File: config.mk
export PLATFORM = sky130hd
export DESIGN_NAME = adc_capture_writer
export DESIGN_NICKNAME = d
export VERILOG_FILES = /design/src/rtl/adc_capture_writer.sv
export SDC_FILE = /design/constraint.sdc
export NUM_CORES = 1
export LEC_CHECK = 0
export BUFFER_PORTS_ARGS = -buffer_cell sky130_fd_sc_hd__buf_2
export CAP_MARGIN = 5
export CORE_MARGIN = 3
export CORE_UTILIZATION = 60
export CTS_CLUSTER_SIZE = 20
export DETAILED_ROUTE_END_ITERATION = 6
export HOLD_SLACK_MARGIN = 0.06
export PLACE_DENSITY = 0.79
export SYNTH_ARGS = -nofsm -noshare
export SYNTH_HDL_FRONTEND = slang
export SYNTH_SLANG_ARGS = --single-unit
File: constraint.sdc
create_clock -name clk -period 3.28 [get_ports clk]
set_clock_uncertainty 0.05 [all_clocks]
set_input_delay 0.492 -clock clk [delete_from_list [all_inputs] [get_ports clk]]
set_output_delay 0.492 -clock clk [all_outputs]
set_load 0.01 [all_outputs]
File: src/rtl/adc_capture_writer.sv
// adc_capture_writer
//
// Producer side of the ping-pong audio sample buffer. A free-running tick
// paces conversions on an 8-bit parallel ADC. Each sample is latched on the
// synchronised rising edge of EOC and written into the buffer at the current
// write pointer. Each time a half of the buffer fills, the half is handed to
// the reader through a half_ready/half_ack handshake.
//
// Ports:
//   clk         system clock, the only clock in this block
//   reset       asynchronous active-high reset, clears all state
//   enable      run request; the tick counter advances only while high
//   din         ADC parallel data, asynchronous, stable while eoc is high
//   eoc         ADC end of conversion, asynchronous, rising edge = data valid
//   conv_start  ADC conversion-start pulse, CONV_PULSE_CLKS cycles wide
//   address     buffer write address (current write pointer)
//   data_in     buffer write data (last captured sample)
//   write       one-cycle buffer write strobe
//   half_ready  one-cycle pulse, cycle after the last word of a half is written
//   ready_half  which half is full (0 = lower, 1 = upper), held between pulses
//   half_ack    reader has taken the pending half
//   overrun     sticky: a half completed while the previous one was unacked
//   timeout     sticky: EOC did not arrive within EOC_TIMEOUT_CLKS at least once

module adc_capture_writer #(
    parameter int unsigned DATA_WIDTH       = 8,
    parameter int unsigned DEPTH            = 512,
    parameter int unsigned ADDRESS_WIDTH    = $clog2(DEPTH),
    parameter int unsigned CLKS_PER_SAMPLE  = 6000,
    parameter int unsigned CONV_PULSE_CLKS  = 4,
    parameter int unsigned EOC_TIMEOUT_CLKS = 1000
) (
    input  logic                     clk,
    input  logic                     reset,
    input  logic                     enable,
    input  logic [DATA_WIDTH-1:0]    din,
    input  logic                     eoc,
    output logic                     conv_start,
    output logic [ADDRESS_WIDTH-1:0] address,
    output logic [DATA_WIDTH-1:0]    data_in,
    output logic                     write,
    output logic                     half_ready,
    output logic                     ready_half,
    input  logic                     half_ack,
    output logic                     overrun,
    output logic                     timeout
);

    // ------------------------------------------------------------------
    // Local constants
    // ------------------------------------------------------------------
    localparam int unsigned TickW    = (CLKS_PER_SAMPLE > 1) ? $clog2(CLKS_PER_SAMPLE) : 1;
    localparam int unsigned PhaseMax = (CONV_PULSE_CLKS > EOC_TIMEOUT_CLKS) ?
                                       CONV_PULSE_CLKS : EOC_TIMEOUT_CLKS;
    localparam int unsigned PhaseW   = $clog2(PhaseMax + 1);

    localparam logic [TickW-1:0]  TickLast    = TickW'(CLKS_PER_SAMPLE - 1);
    localparam logic [PhaseW-1:0] PulseLast   = PhaseW'(CONV_PULSE_CLKS - 1);
    localparam logic [PhaseW-1:0] TimeoutLast = PhaseW'(EOC_TIMEOUT_CLKS - 1);

    typedef enum logic [2:0] {
        StIdle,
        StStart,
        StWaitEoc,
        StWrite,
        StWaitTick
    } state_e;

    // ------------------------------------------------------------------
    // Declarations
    // ------------------------------------------------------------------
    state_e              state_q, state_d;
    logic [PhaseW-1:0]   phase_cnt_q, phase_cnt_d;
    logic [TickW-1:0]    tick_cnt_q;
    logic                tick;

    logic                eoc_meta_q, eoc_sync_q, eoc_prev_q, eoc_rise_q;

    logic [ADDRESS_WIDTH-1:0] ptr_q;
    logic [DATA_WIDTH-1:0]    data_q;
    logic                     half_ready_q, ready_half_q;
    logic                     pending_q, overrun_q, timeout_q;

    logic                capture;
    logic                timeout_set;
    logic                writing;
    logic                half_done;

    // ------------------------------------------------------------------
    // Sample-period tick: counts only while enabled, fires on the wrap cycle
    // ------------------------------------------------------------------
    assign tick = enable && (tick_cnt_q == TickLast);

    always_ff @(posedge clk or posedge reset) begin
        if (reset) begin
            tick_cnt_q <= '0;
        end else if (enable) begin
            if (tick_cnt_q == TickLast) begin
                tick_cnt_q <= '0;
            end else begin
                tick_cnt_q <= tick_cnt_q + TickW'(1);
            end
        end
    end

    // ------------------------------------------------------------------
    // EOC synchroniser and registered rising-edge detect. The edge flag is
    // registered so the FSM sees a clean single-cycle pulse; din is sampled
    // unsynchronised while that pulse is high, which is safe because the
    // ADC holds din stable for as long as eoc is high.
    // ------------------------------------------------------------------
    always_ff @(posedge clk or posedge reset) begin
        if (reset) begin
            eoc_meta_q <= 1'b0;
            eoc_sync_q <= 1'b0;
            eoc_prev_q <= 1'b0;
            eoc_rise_q <= 1'b0;
        end else begin
            eoc_meta_q <= eoc;
            eoc_sync_q <= eoc_meta_q;
            eoc_prev_q <= eoc_sync_q;
            eoc_rise_q <= eoc_sync_q & ~eoc_prev_q;
        end
    end

    // ------------------------------------------------------------------
    // Sequencing FSM
    // ------------------------------------------------------------------
    always_ff @(posedge clk or posedge reset) begin
        if (reset) begin
            state_q     <= StIdle;
            phase_cnt_q <= '0;
        end else begin
            state_q     <= state_d;
            phase_cnt_q <= phase_cnt_d;
        end
    end

    always_comb begin
        state_d     = state_q;
        phase_cnt_d = phase_cnt_q;
        capture     = 1'b0;
        timeout_set = 1'b0;

        unique case (state_q)
            StIdle: begin
                if (tick) begin
                    state_d     = StStart;
                    phase_cnt_d = '0;
                end
            end

            StStart: begin
                if (phase_cnt_q == PulseLast) begin
                    state_d     = StWaitEoc;
                    phase_cnt_d = '0;
                end else begin
                    phase_cnt_d = phase_cnt_q + PhaseW'(1);
                end
            end

            StWaitEoc: begin
                // An edge in the final counted cycle still wins over timeout.
                if (eoc_rise_q) begin
                    capture = 1'b1;
                    state_d = StWrite;
                end else if (phase_cnt_q == TimeoutLast) begin
                    timeout_set = 1'b1;
                    state_d     = StWaitTick;
                end else begin
                    phase_cnt_d = phase_cnt_q + PhaseW'(1);
                end
            end

            StWrite: begin
                // A sample already in flight always completes; enable only
                // decides whether another one is scheduled.
                state_d = enable ? StWaitTick : StIdle;
            end

            StWaitTick: begin
                // With enable low the tick counter is frozen, so park in
                // IDLE rather than wait for a tick that cannot arrive.
                if (!enable) begin
                    state_d = StIdle;
                end else if (tick) begin
                    state_d     = StStart;
                    phase_cnt_d = '0;
                end
            end

            default: begin
                state_d     = StIdle;
                phase_cnt_d = '0;
            end
        endcase
    end

    // ------------------------------------------------------------------
    // Write pointer, sample register and half completion
    // ------------------------------------------------------------------
    assign writing = (state_q == StWrite);

    // Last word of either half: all address bits below the half-select bit set.
    assign half_done = &ptr_q[ADDRESS_WIDTH-2:0];

    always_ff @(posedge clk or posedge reset) begin
        if (reset) begin
            data_q <= '0;
        end else if (capture) begin
            data_q <= din;
        end
    end

    always_ff @(posedge clk or posedge reset) begin
        if (reset) begin
            ptr_q        <= '0;
            half_ready_q <= 1'b0;
            ready_half_q <= 1'b0;
        end else begin
            half_ready_q <= 1'b0;
            if (writing) begin
                // DEPTH is a power of two, so the natural wrap is modulo DEPTH.
                ptr_q <= ptr_q + ADDRESS_WIDTH'(1);
                if (half_done) begin
                    half_ready_q <= 1'b1;
                    ready_half_q <= ptr_q[ADDRESS_WIDTH-1];
                end
            end
        end
    end

    // ------------------------------------------------------------------
    // Reader handshake and sticky status flags
    // ------------------------------------------------------------------
    always_ff @(posedge clk or posedge reset) begin
        if (reset) begin
            pending_q <= 1'b0;
            overrun_q <= 1'b0;
            timeout_q <= 1'b0;
        end else begin
            // A new half always becomes pending, even if it overran the last.
            pending_q <= half_ready_q | (pending_q & ~half_ack);
            // An ack arriving with the new half retires the old one in time.
            if (half_ready_q && pending_q && !half_ack) begin
                overrun_q <= 1'b1;
            end
            if (timeout_set) begin
                timeout_q <= 1'b1;
            end
        end
    end

    // ------------------------------------------------------------------
    // Outputs
    // ------------------------------------------------------------------
    assign conv_start = (state_q == StStart);
    assign write      = writing;
    assign address    = ptr_q;
    assign data_in    = data_q;
    assign half_ready = half_ready_q;
    assign ready_half = ready_half_q;
    assign overrun    = overrun_q;
    assign timeout    = timeout_q;

endmodule

==> summary.md, run 1 <==
| Metric | Value |
|---|---|
| Status | `finished, final reports clean` |
| Leak | `1.400 nW` |
| Die Area | `4827 sq um` |
| Post-route setup TNS | `0 ns` |
| Worst R2R Setup Slack | `1.06 ns` |
| Clock Tree Buf Depth | `2` |
| CP arrival | `2.38 ns` |
| RSZ-0062 raised after global routing | `no` |
| Wire length per cell | `~14 um` |
| CTS hold repair buffers | `0` |
| # port buffers | `35` |
| Row cnt | `22` |
| Core Region | `3771 sq um` |
| Share of the synthesized area in the top cell type | `between 50% and 60%` |
| CP max FO | `12` |
| 1st-pass router iterations | `4` |
| Top Family by Delay on Critical Path | `simple AND/OR/NAND/NOR gates` |
| DR vias/cell | `5.656` |
| Post-CTS Setup Repair Bufs | `0` |
| Slew HR | `approximately a third` |
| Worst VDD drop | `297.0 uV` |
| Vert. Die Dim | `69.48 um` |
| Worst Setup Path Type | `reg -> reg` |
| Critical path buffer and inverter count | `1` |
| Final HPWL DP | `about 3 mm` |
| Top cells by area, synth | `dfrtp_1 54%, mux2_2 4.7%, xor2_1 3.3%, nand2_1 3.0%, nand3_1 2.9%` |
| Initial antenna violation count | `0` |
| CP most frequent cell | `o41ai_2` |
| Synthesized flop and latch total | `between 50 and 60` |
| Io pins | `36` |
| Clk root buf | `clkbuf_8` |
| Setup-failing EPs final | `0` |
| Yosys top cell by area | `dfrtp_1` |
| Post-Syn Area | `around 2400 sq um` |
| Post-Syn Instances | `226` |
| Die Span X | `69.48 um` |
| Htree depth | `2` |
| Syn Nets | `242` |
| Global placement routability congestion | `0.8207` |
| Ant diodes | `0` |
| Fmax | `around 450 MHz` |
| Number of synthesis warnings | `0` |
| Share of layout cells above drive strength 1 | `24.71%` |
| CP Launch Type | `register` |
| Worst-Skew Late Latency | `approximately 0.30 ns` |
| First-pass GRT wire length | `7.341 mm` |
| CP Cell Sequence | `or4b_4 -> o41ai_2 -> o311ai_1 -> buf_4 -> nand2b_4 -> o41ai_2` |
| TritonCTS clock tree | `yes` |
| Final Max Tran Viols | `0` |
| Resized cells post-CTS | `0` |
| P&R area growth vs syn | `13.30%` |
| Post-Route Utilization | `approximately 73%` |
| Crit. End Element | `register` |
| Hold crit path type | `in -> reg` |
| Clk pin slew, worst setup/hold paths | `0.10 ns` |
| Final period demand of the worst path | `2.221 ns` |
| Remaining Overflow, GRT | `0` |
| Max Cap Viol | `0` |
| Total number of vias | `around 1,800` |
| Syn_area_per_cell | `between 10 and 15 sq um` |
| Final Net Count | `278` |
| FILL cells | `265` |
| Starting Density | `64.10%` |
| Global-route usage over all layers | `18.45%` |
| Final Hold Vio Count | `0` |
| Vias in the first global route | `1,716` |
| Largest net degree at the start of global routing | `between 50 and 60` |
| Hold WS | `around 0.24 ns` |
| Sequential area share after synthesis | `53.83%` |
| Final period utilization | `about 68%` |
| DRC | `0` |
| Required time of the critical path | `between 3 and 4 ns` |
| Actual slew at the worst max-slew pin | `1.012 ns` |
| Detailed router's first-iteration violation count | `96` |
| CTS sink count | `52` |
| Total CTS buffers | `5` |
| Power Dens Cells | `between 400 and 500 nW/um^2` |
| Max incr delay on CP | `between 0.5 and 0.6 ns` |
| CP max stage cell | `or4b_4` |
| Post-synthesis cell type count | `41` |
| Post-DRT Antenna Nets | `0` |
| Routed WL | `4.199 mm` |
## per-stage QoR
step / cell area (sq um) / power, W / instances / worst slack (ns)
floorplan: 2417 / 0.0007755 / 226 / 1.217
global placement: 2624 / 0.0007985 / 303 / 1.112
detailed placement: 2624 / 0.0008022 / 303 / 1.077
CTS: 2739 / 0.001239 / 311 / 1.057
global route: 2739 / 0.001285 / 311 / 0.9718
finish: 2739 / 0.001229 / 311 / 1.059
## layout by cell type (no fill, tap or decap), types with 2 or more instances in the layout
| cell | count |
|---|---|
| a211oi_1 | 2 |
| a21o_1 | 3 |
| a21oi_1 | 11 |
| and3_1 | 4 |
| buf_2 | 35 |
| clkbuf_8 | 5 |
| dfrtp_1 | 52 |
| ha_1 | 3 |
| inv_1 | 13 |
| mux2_2 | 10 |
| nand2_1 | 19 |
| nand2b_1 | 3 |
| nand3_1 | 14 |
| nand4_1 | 7 |
| nor2_1 | 15 |
| nor2b_1 | 3 |
| nor3_1 | 5 |
| o21ai_0 | 6 |
| o21ai_1 | 2 |
| o22ai_1 | 8 |
| o41ai_2 | 2 |
| or3_1 | 3 |
| xnor2_1 | 8 |
| xor2_1 | 9 |
## state kept, by name, indices dropped and copies added, names as in the netlist
signal / count
tick_cnt_q: 13
phase_cnt_q: 10
address: 9
data_in: 8
state_q: 3
eoc_meta_q: 1
eoc_prev_q: 1
eoc_rise_q: 1
eoc_sync_q: 1
half_ready: 1
overrun: 1
pending_q: 1
ready_half: 1
timeout: 1
## layer usage
metal	track usage, %	vias to the layer above	share of wire [%]
met3	4.203	10	4.8
met2	29.56	47	45
met5	0	-	0
li1	-	864	-
met1	25.15	838	48
met4	5.640	0	1.5
## cell type report
class	instances	area, sq um	share of cell area (%)
Timing Repair Buffer	36	182.7	6.670
Sequential cell	52	1301	47.51
Clock buffer	5	68.82	2.513
Clock inverter	3	46.29	1.690
Inverter	14	52.55	1.919
Multi-Input combinational cell	153	1027	37.51
Tap cell	48	60.06	2.193
## where the power goes
| part | leakage [nW] | internal, W | switching (W) |
|---|---|---|---|
| combinational | 0.668 | 0.0000339 | 0.0000425 |
| sequential | 0.677 | 0.000674 | 0.0000390 |
| clock | 0.0548 | 0.000230 | 0.000210 |
## final timing paths
path                               start             end  cells past startpoint
min reg2reg                   eoc_meta_q      eoc_sync_q                      0
min in group asynchronous          reset      data_in[1]                      2
max                        tick_cnt_q[4]  phase_cnt_q[5]                      6
min                                  eoc      eoc_meta_q                      1
max in group asynchronous          reset   tick_cnt_q[4]                      2
max reg2reg                tick_cnt_q[4]  phase_cnt_q[5]                      6
## synthesized netlist by cell type
cell      count
a31o_2        1
o21ai_1       2
o41ai_2       2
nor4bb_1      1
buf_6         1
clkbuf_1      4
mux2i_1       1
a21oi_2       1
or4b_1        1
or2_2         1
nand4_1       7
nor4_2        1
and4_1        1
ha_1          3
o22a_1        1
nand2_1      19
a21o_1        3
nor2b_1       3
a21oi_1      11
o31ai_4       1
or4b_4        1
nand2b_1      3
o22ai_1       8
nor3_1        5
o41ai_1       1
mux2_2       10
nand2b_4      1
o21ai_0       6
xnor2_1       8
or3b_2        1
a211oi_1      2
and3_1        4
buf_2         2
nor2_1       15
or3_1         3
xor2_1        9
dfrtp_1      52
nand3_1      14
inv_1        14
o311ai_1      1
and2_1        1
## cells by family (layout without fill, tap and decap cells)
| family | after synthesis | in the layout | share of synthesized area [%] |
|---|---|---|---|
| flip-flops | 52 | 52 | 53.83 |
| XOR/XNOR | 17 | 17 | 6.160 |
| adder cells (fa/ha/maj) | 3 | 3 | 1.553 |
| multiplexers | 11 | 11 | 5.073 |
| buffers and inverters | 21 | 58 | 3.675 |
| AO/OA/AOI/OAI | 40 | 40 | 11.59 |
| AND/OR/NAND/NOR | 82 | 82 | 18.12 |
Power figures use the tool's default switching activity.
==> run 2: changes to the inputs <==
--- a/config.mk
+++ b/config.mk
@@ -5,14 +5,15 @@
 export SDC_FILE = /design/constraint.sdc
 export NUM_CORES = 1
 export LEC_CHECK = 0
+export ABC_AREA = 1
 export BUFFER_PORTS_ARGS = -buffer_cell sky130_fd_sc_hd__buf_2
 export CAP_MARGIN = 5
 export CORE_MARGIN = 3
-export CORE_UTILIZATION = 60
+export CORE_UTILIZATION = 52
 export CTS_CLUSTER_SIZE = 20
 export DETAILED_ROUTE_END_ITERATION = 6
 export HOLD_SLACK_MARGIN = 0.06
-export PLACE_DENSITY = 0.79
+export PLACE_DENSITY = 0.72
 export SYNTH_ARGS = -nofsm -noshare
 export SYNTH_HDL_FRONTEND = slang
 export SYNTH_SLANG_ARGS = --single-unit
==> constraint.sdc (replaced) <==
create_clock -name clk -period 1.8 [get_ports clk]
set_clock_uncertainty 0.05 [all_clocks]
set_input_delay 0.27 -clock clk [delete_from_list [all_inputs] [get_ports clk]]
set_output_delay 0.27 -clock clk [all_outputs]
set_load 0.01 [all_outputs]
==> run 2 against run 1 <==
  * Area after synthesis rose by 13%
  * Critical endpoint is now phase_cnt_q[3]
  * Synthesized cell count rose by 60%
  * Sequential share of layout area fell by 6.9 points
  * Highest routed layer unchanged
  * Wire length rose by 38%
  * Clock power rose by 83%
  * Worst hold slack got worse by 0.14 ns
  * Worst setup slack got worse by 0.95 ns
  * Critical path depth rose by 3
  * Global-route usage rose by 2.1 points
==> summary.md, run 2 <==
| Metric | Value |
|---|---|
| Biggest register | `tick_cnt_q` |
| Min-delay src | `din[2]` |
| CTS sink count | `52 (unchanged)` |
| Vert. Die Dim | `78.59 um (+13%)` |
| Status | `finished, final reports clean` |
| Post-route setup TNS | `0 ns (unchanged)` |
| Synthesized flop and latch total | `52 (unchanged)` |
| Final Hold Vio Count | `0 (unchanged)` |
| Primary FF master, synth | `dfrtp_1` |
| Required time of the critical path | `1.99 ns (-1.45 ns)` |
| RSZ-0062 raised after global routing | `no` |
| Remaining Overflow, GRT | `0 (unchanged)` |
| Post-DRT Antenna Nets | `0 (unchanged)` |
| Clk root buf | `clkbuf_8` |
| Final period demand of the worst path | `1.687 ns (-0.5342 ns)` |
| Final HPWL DP | `4.274 mm (+44%)` |
| Share of the synthesized area in the top cell type | `47.49% (-6.3 points)` |
| M3 GR Usage | `4.014% (-0.19 points)` |
| Syn_area_per_cell | `7.590 sq um (-29%)` |
| Commonest non-fill, non-tap cell in the layout | `nand2_1` |
| Post-Syn Instances | `361 (+60%)` |
| Worst Hold Endpoint | `data_in[2]` |
| Post-Route Utilization | `65.30% (-7.3 points)` |
| TritonCTS clock tree | `yes` |
| Yosys top cell by area | `dfrtp_1` |
| Sequential area share after synthesis | `47.49% (-6.3 points)` |
| Starting Density | `55.80% (-8.3 points)` |
| Clock Tree Buf Depth | `2 (unchanged)` |
| 1st-pass router iterations | `4 (unchanged)` |
| Worst Hold Path Cells | `3 (+2)` |
| Critical path buffer and inverter count | `1 (unchanged)` |
| Global-route usage over all layers | `20.54% (+2.1 points)` |
| DR vias/cell | `5.052 (-11%)` |
| Global placement routability congestion | `0.9136 (+11%)` |
| Share of layout cells above drive strength 1 | `15.37% (-9.3 points)` |
| Fmax | `592.9 MHz (+32%)` |
| Post-synthesis cell type count | `28 (-32%)` |
| Register area | `1301 sq um (unchanged)` |
| Hold crit path type | `in -> reg` |
| GR peak layer | `met2` |
| Routed WL | `5.796 mm (+38%)` |
| DP Area | `3039 sq um (+16%)` |
| Die Area | `6176 sq um (+28%)` |
| Multi-input gate area | `1274 sq um (+24%)` |
| P&R area growth vs syn | `17.03%` |
| Leak | `1.684 nW (+20%)` |
| Number of synthesis warnings | `0 (unchanged)` |
| Worst Setup Path Type | `reg -> reg` |
| DRC | `0 (unchanged)` |
| Total number of vias | `2,410 (+37%)` |
| First-pass GRT wire length | `10.31 mm (+40%)` |
| EDFF count, synth | `0 (unchanged)` |
| Final Net Count | `425 (+53%)` |
| Path depth of the worst reg2reg path | `9 (+3)` |
| Largest net degree at the start of global routing | `36 (-32%)` |
| Most frequent cell after synthesis | `nand2_1` |
| Post-Syn Area | `2740 sq um (+13%)` |
| Initial antenna violation count | `0 (unchanged)` |
| Syn Nets | `377 (+56%)` |
| Crit. End Element | `register` |
| Top cells by area, synth | `dfrtp_1 47%, nand2_1 17%, inv_1 6.0%, nand3_1 5.1%, nor2_1 4.8%` |
| CP Launch Type | `register` |
| Clk pin slew, worst setup/hold paths | `0.09 ns (about the same)` |
| Final Max Tran Viols | `0 (unchanged)` |
| Power Dens Cells | `744.6 nW/um^2 (+66%)` |
| Actual slew at the worst max-slew pin | `0.3903 ns (-0.6221 ns)` |
| CP max stage cell | `dfrtp_1` |
| Max Cap Viol | `0 (unchanged)` |
| Final instance area | `3207 sq um (+17%)` |
| Post-synth top cells | `127 x nand2_1, 52 x dfrtp_1, 44 x inv_1` |
| Wire length per cell | `12.15 um (-10%)` |
| Largest register FFs | `13 (unchanged)` |
| FILL cells | `449 (+69%)` |
| Slew HR | `73.94% (+42 points)` |
| Ant diodes | `0 (unchanged)` |
| R2R Path Start | `phase_cnt_q[0]` |
| Grt met2 use | `32.60% (+3.0 points)` |
| Final Worst Setup Slack | `0.1134 ns (-0.9458 ns)` |
| Worst VDD drop | `556.0 uV (+87%)` |
| Total CTS buffers | `5 (unchanged)` |
| R2R Path End | `phase_cnt_q[3]` |
| DP Worst Slack | `0.06133 ns (-1.015 ns)` |
| Core Region | `4911 sq um (+30%)` |
| Top Family by Delay on Critical Path | `simple AND/OR/NAND/NOR gates` |
| # port buffers | `35 (unchanged)` |
| Critical path depth | `9 (+3)` |
| Final period utilization | `93.70% (+26 points)` |
| Worst-Skew Late Latency | `0.30 ns (about the same)` |
| CP most frequent cell | `nand2_1` |
| Max incr delay on CP | `0.43 ns (-0.15 ns)` |
| Worst R2R Setup Slack | `0.11 ns (-0.95 ns)` |
| Vias in the first global route | `2,293 (+34%)` |
| Die Span X | `78.59 um (+13%)` |
| Htree depth | `2 (unchanged)` |
| CP arrival | `1.88 ns (-0.50 ns)` |
| CP Cell Sequence | `ha_1 -> nand2_1 -> nor2_1 -> nand3_1 -> nand2_2 -> inv_1 -> nand2_4 -> nand2_1 -> nand2_1` |
| CP max FO | `10 (-2)` |
| Io pins | `36 (unchanged)` |
| Most frequent cells in the layout | `126 x nand2_1, 52 x dfrtp_1, 43 x inv_1` |
| Setup-failing EPs final | `0 (unchanged)` |
| Row cnt | `25 (+14%)` |
| Detailed router's first-iteration violation count | `152 (+58%)` |
| FFs w/ async S/R, synth | `100.0% (unchanged)` |
| Critical path startpoint | `phase_cnt_q[0]` |
| Met1 Use GR | `29.41% (+4.3 points)` |
## run 2: cell count changes after synthesis, sizes merged, moves of 8 or more
| cell | delta |
|---|---|
| o22ai | -8 |
| mux2 | -10 |
| nor2 | +21 |
| nand2 | +111 |
| nand3 | +16 |
| inv | +31 |
## run 2: layout make-up
cell class / count / area share (%)
timing repair buffer: 44 / 8.115
multi-input combinational: 259 / 39.72
sequential: 52 / 40.58
inverter: 47 / 5.501
clock inverter: 2 / 1.210
tap: 67 / 2.614
clock buffer: 6 / 2.263
## run 2: worst reg2reg max path, stage by stage (launching register included)
cell and delay (ns):
dfrtp_1 0.43, ha_1 0.23, nand2_1 0.12, nor2_1 0.17, nand3_1 0.13, nand2_2 0.16, inv_1 0.09, nand2_4 0.12
nand2_1 0.07, nand2_1 0.07
## run 2: per-layer routing
metal  wire length [um]  share of wire, %
met5                  0                 0
met2               2710                47
met1               2828                49
met3                214               3.7
met4                 41              0.71
## run 2: what timing repair did
item / in CTS / in global routing
gates resized for setup: 0 / 6
buffers inserted: 0 / 0
hold buffers: 2 / 0
endpoints found under the hold margin: 18 / 0
endpoints found under the setup margin: 0 / 10
## run 2: logic make-up after synthesis
logic type               after synthesis  synth area share, %
adder cells (fa/ha/maj)                3                1.370
flip-flops                            52                47.49
AO/OA/AOI/OAI                         24                5.343
buffers and inverters                 51                7.351
XOR/XNOR                              14                4.475
AND/OR/NAND/NOR                      217                33.97
## run 2: worst max-delay path by stage
stage,end
after floorplan,address[0]
after global placement,phase_cnt_q[9]
after detailed placement,phase_cnt_q[2]
after CTS,phase_cnt_q[2]
after global routing,phase_cnt_q[9]
final,phase_cnt_q[3]
## run 2: through the flow
step / total power (W) / instances / hold WS [ns]
6_report: 0.002388 / 477 / 0.1055
5_1_grt: 0.002514 / 477 / 0.09282
4_1_cts: 0.002409 / 476 / 0.09633
3_5_place_dp: 0.001595 / 466 / 0.2263
3_3_place_gp: 0.001589 / 466 / 0.2246
2_1_floorplan: 0.001511 / 361 / 0.2514
## run 2: power breakdown
| group | switching [W] | internal (W) |
|---|---|---|
| Sequential | 0.0000729 | 0.00124 |
| Combinational | 0.000171 | 0.0000988 |
| Clock | 0.000387 | 0.000421 |
==> run 3: changes to the inputs <==
--- a/config.mk
+++ b/config.mk
@@ -9,11 +9,11 @@
 export BUFFER_PORTS_ARGS = -buffer_cell sky130_fd_sc_hd__buf_2
 export CAP_MARGIN = 5
 export CORE_MARGIN = 3
-export CORE_UTILIZATION = 52
+export CORE_UTILIZATION = 57
 export CTS_CLUSTER_SIZE = 20
 export DETAILED_ROUTE_END_ITERATION = 6
 export HOLD_SLACK_MARGIN = 0.06
-export PLACE_DENSITY = 0.72
+export PLACE_DENSITY = 0.75
 export SYNTH_ARGS = -nofsm -noshare
 export SYNTH_HDL_FRONTEND = slang
 export SYNTH_SLANG_ARGS = --single-unit
==> constraint.sdc (replaced) <==
create_clock -name clk -period 1.64 [get_ports clk]
set_clock_uncertainty 0.05 [all_clocks]
set_input_delay 0.246 -clock clk [delete_from_list [all_inputs] [get_ports clk]]
set_output_delay 0.246 -clock clk [all_outputs]
set_load 0.01 [all_outputs]
==> run 3 against run 2 <==
  * Clock power is 9.2% lower
  * First-iteration DRC count grew 39%
  * Largest power group unchanged
  * Flip-flop and latch count unchanged
  * Largest cell class unchanged
  * Critical endpoint is now phase_cnt_q[7]
==> summary.md, run 3 (synthesis results as in run 2) <==
| Metric | Value |
|---|---|
| Largest register FFs | `13 (unchanged)` |
| Worst-Skew Late Latency | `0.31 ns (about the same)` |
| Status | `finished, final reports clean` |
| Wire length per cell | `12.73 um (+4.8%)` |
| Row cnt | `24 (-4.0%)` |
| DR vias/cell | `5.268 (+4.3%)` |
| Vias in the first global route | `2,229 (-2.8%)` |
| Post-DRT Antenna Nets | `0 (unchanged)` |
| Remaining Overflow, GRT | `0 (unchanged)` |
| Final period demand of the worst path | `1.586 ns (-0.1005 ns)` |
| Vert. Die Dim | `75.34 um (-4.1%)` |
| Clk pin slew, worst setup/hold paths | `0.10 ns (about the same)` |
| Io pins | `36 (unchanged)` |
| Worst Setup Path Type | `reg -> reg` |
| Max Cap Viol | `0 (unchanged)` |
| Worst VDD drop | `483.2 uV (-13%)` |
| Largest net degree at the start of global routing | `28 (-22%)` |
| CP arrival | `1.74 ns (-0.14 ns)` |
| Clk root buf | `clkbuf_8` |
| Global placement routability congestion | `0.9703 (+6.2%)` |
| Starting Density | `60.83% (+5.0 points)` |
| Leak | `1.720 nW (+2.1%)` |
| Worst Hold Path Cells | `3 (unchanged)` |
| Setup-failing EPs final | `0 (unchanged)` |
| DRC | `0 (unchanged)` |
| Core Region | `4504 sq um (-8.3%)` |
| Detailed router's first-iteration violation count | `211 (+39%)` |
| Final HPWL DP | `4.377 mm (+2.4%)` |
| Top Family by Delay on Critical Path | `simple AND/OR/NAND/NOR gates` |
| CP most frequent cell | `nand2_1` |
| FILL cells | `373 (-17%)` |
| Post-route setup TNS | `0 ns (unchanged)` |
| Most frequent cells in the layout | `124 x nand2_1, 52 x dfrtp_1, 41 x inv_1` |
| Min-delay src | `din[6]` |
| Fmax | `630.5 MHz (+6.3%)` |
| Final Max Tran Viols | `0 (unchanged)` |
| P&R area growth vs syn | `19.73%` |
| CP Launch Type | `register` |
| 1st-pass router iterations | `5 (+1)` |
| Ant diodes | `0 (unchanged)` |
| Slew HR | `75.27% (+1.3 points)` |
| R2R Path End | `phase_cnt_q[7]` |
| CTS sink count | `52 (unchanged)` |
| Path depth of the worst reg2reg path | `10 (+1)` |
| CP max stage cell | `dfrtp_1` |
| Final Net Count | `437 (+2.8%)` |
| Share of layout cells above drive strength 1 | `19.95% (+4.6 points)` |
| Global-route usage over all layers | `22.88% (+2.3 points)` |
| Worst Hold Endpoint | `data_in[6]` |
| # port buffers | `35 (unchanged)` |
| Total number of vias | `2,492 (+3.4%)` |
| R2R Path Start | `tick_cnt_q[1]` |
| Biggest register | `tick_cnt_q` |
| Required time of the critical path | `1.80 ns (-0.19 ns)` |
| Final Hold Vio Count | `0 (unchanged)` |
| Critical path buffer and inverter count | `1 (unchanged)` |
| Initial antenna violation count | `0 (unchanged)` |
| Commonest non-fill, non-tap cell in the layout | `nand2_1` |
| Hold crit path type | `in -> reg` |
| TritonCTS clock tree | `yes` |
| Die Span X | `75.34 um (-4.1%)` |
| Worst R2R Setup Slack | `0.05 ns (-0.06 ns)` |
| Power Dens Cells | `768.3 nW/um^2 (+3.2%)` |
| Max incr delay on CP | `0.39 ns (-0.04 ns)` |
| Hold WS | `0.06778 ns (-0.03769 ns)` |
| RSZ-0062 raised after global routing | `yes` |
| Total CTS buffers | `5 (unchanged)` |
| CP Cell Sequence | `ha_1 -> nand2_1 -> inv_2 -> nand2_2 -> nor2_4 -> nand3_4 -> nand2_2 -> nand2_4 -> nand2_1 -> nand2_1` |
| Htree depth | `2 (unchanged)` |
| Routed WL | `6.022 mm (+3.9%)` |
| First-pass GRT wire length | `9.887 mm (-4.1%)` |
| Final period utilization | `96.71% (+3.0 points)` |
| Actual slew at the worst max-slew pin | `0.3704 ns (-0.01987 ns)` |
| Crit. End Element | `register` |
| CP max FO | `10 (unchanged)` |
| Die Area | `5675 sq um (-8.1%)` |
| Clock Tree Buf Depth | `2 (unchanged)` |
## run 3: changes by cell type in the layout (fill, tap and decap cells not counted), sizes merged
cell / change
buf: +11
bufinv: -1
clkbuf: -1
clkinvlp: +1
dlygate4sd3: +1
## run 3: repair_timing
| item | 4_1_cts | 5_1_grt |
|---|---|---|
| endpoints found under the setup margin | 10 | 15 |
| buffers inserted | 1 | 5 |
| hold endpoints to repair | 15 | 1 |
| pin swaps | 1 | 2 |
| hold buffers | 2 | 1 |
| gates resized for setup | 4 | 13 |
| cloned | 1 | 0 |
## run 3: tightest hold or removal path, cell delays in order
cell	delay, ns
buf_2	0.07
nand2_1	0.04
nand2_1	0.04
## run 3: worst max-delay path by stage
stage / from / end / cells after the start
final: tick_cnt_q[1] / phase_cnt_q[7] / 10
after global routing: tick_cnt_q[1] / phase_cnt_q[7] / 10
after CTS: tick_cnt_q[1] / phase_cnt_q[7] / 10
after detailed placement: tick_cnt_q[1] / phase_cnt_q[8] / 9
after global placement: tick_cnt_q[1] / phase_cnt_q[9] / 9
after floorplan: reset / address[0] / 1
## run 3: where the power goes
| group | internal [W] | total [W] | leakage [nW] | switching, W |
|---|---|---|---|---|
| logic | 0.000142 | 0.000353 | 1.03 | 0.000211 |
| registers | 0.00136 | 0.00143 | 0.648 | 0.0000760 |
| clock network | 0.000298 | 0.000733 | 0.0406 | 0.000435 |
| total | 0.00180 | 0.00252 | 1.72 | 0.000722 |
## run 3: routing by layer
layer	GRT usage, %	wire length [um]
met4	5.631	61
met5	0	0
met2	37.01	2875
met1	31.64	2703
met3	5.013	381
## run 3: final cells by class
type / instances / area, sq um / share of cell area, %
well taps: 52 / 65.06 / 1.983
flip-flops and latches: 52 / 1301 / 39.66
multi-input cells: 259 / 1296 / 39.51
inverters: 47 / 176.4 / 5.378
repair buffers: 56 / 356.6 / 10.87
clock inverters: 2 / 16.27 / 0.4958
clock buffers: 5 / 68.82 / 2.098
## run 3: stage by stage
| step | power, W | setup WS, ns | instance area [sq um] | cells | util (%) |
|---|---|---|---|---|---|
| after floorplan | 0.001658 | 0.08612 | 2740 | 361 | - |
| after global placement | 0.001759 | 0.08103 | 3058 | 456 | 67.89 |
| after detailed placement | 0.001766 | -0.03963 | 3058 | 456 | 67.89 |
| after CTS | 0.002500 | 0.01078 | 3199 | 467 | 71.03 |
| after global routing | 0.002660 | -0.05401 | 3281 | 473 | 72.83 |
| final | 0.002521 | 0.05396 | 3281 | 473 | 72.83 |
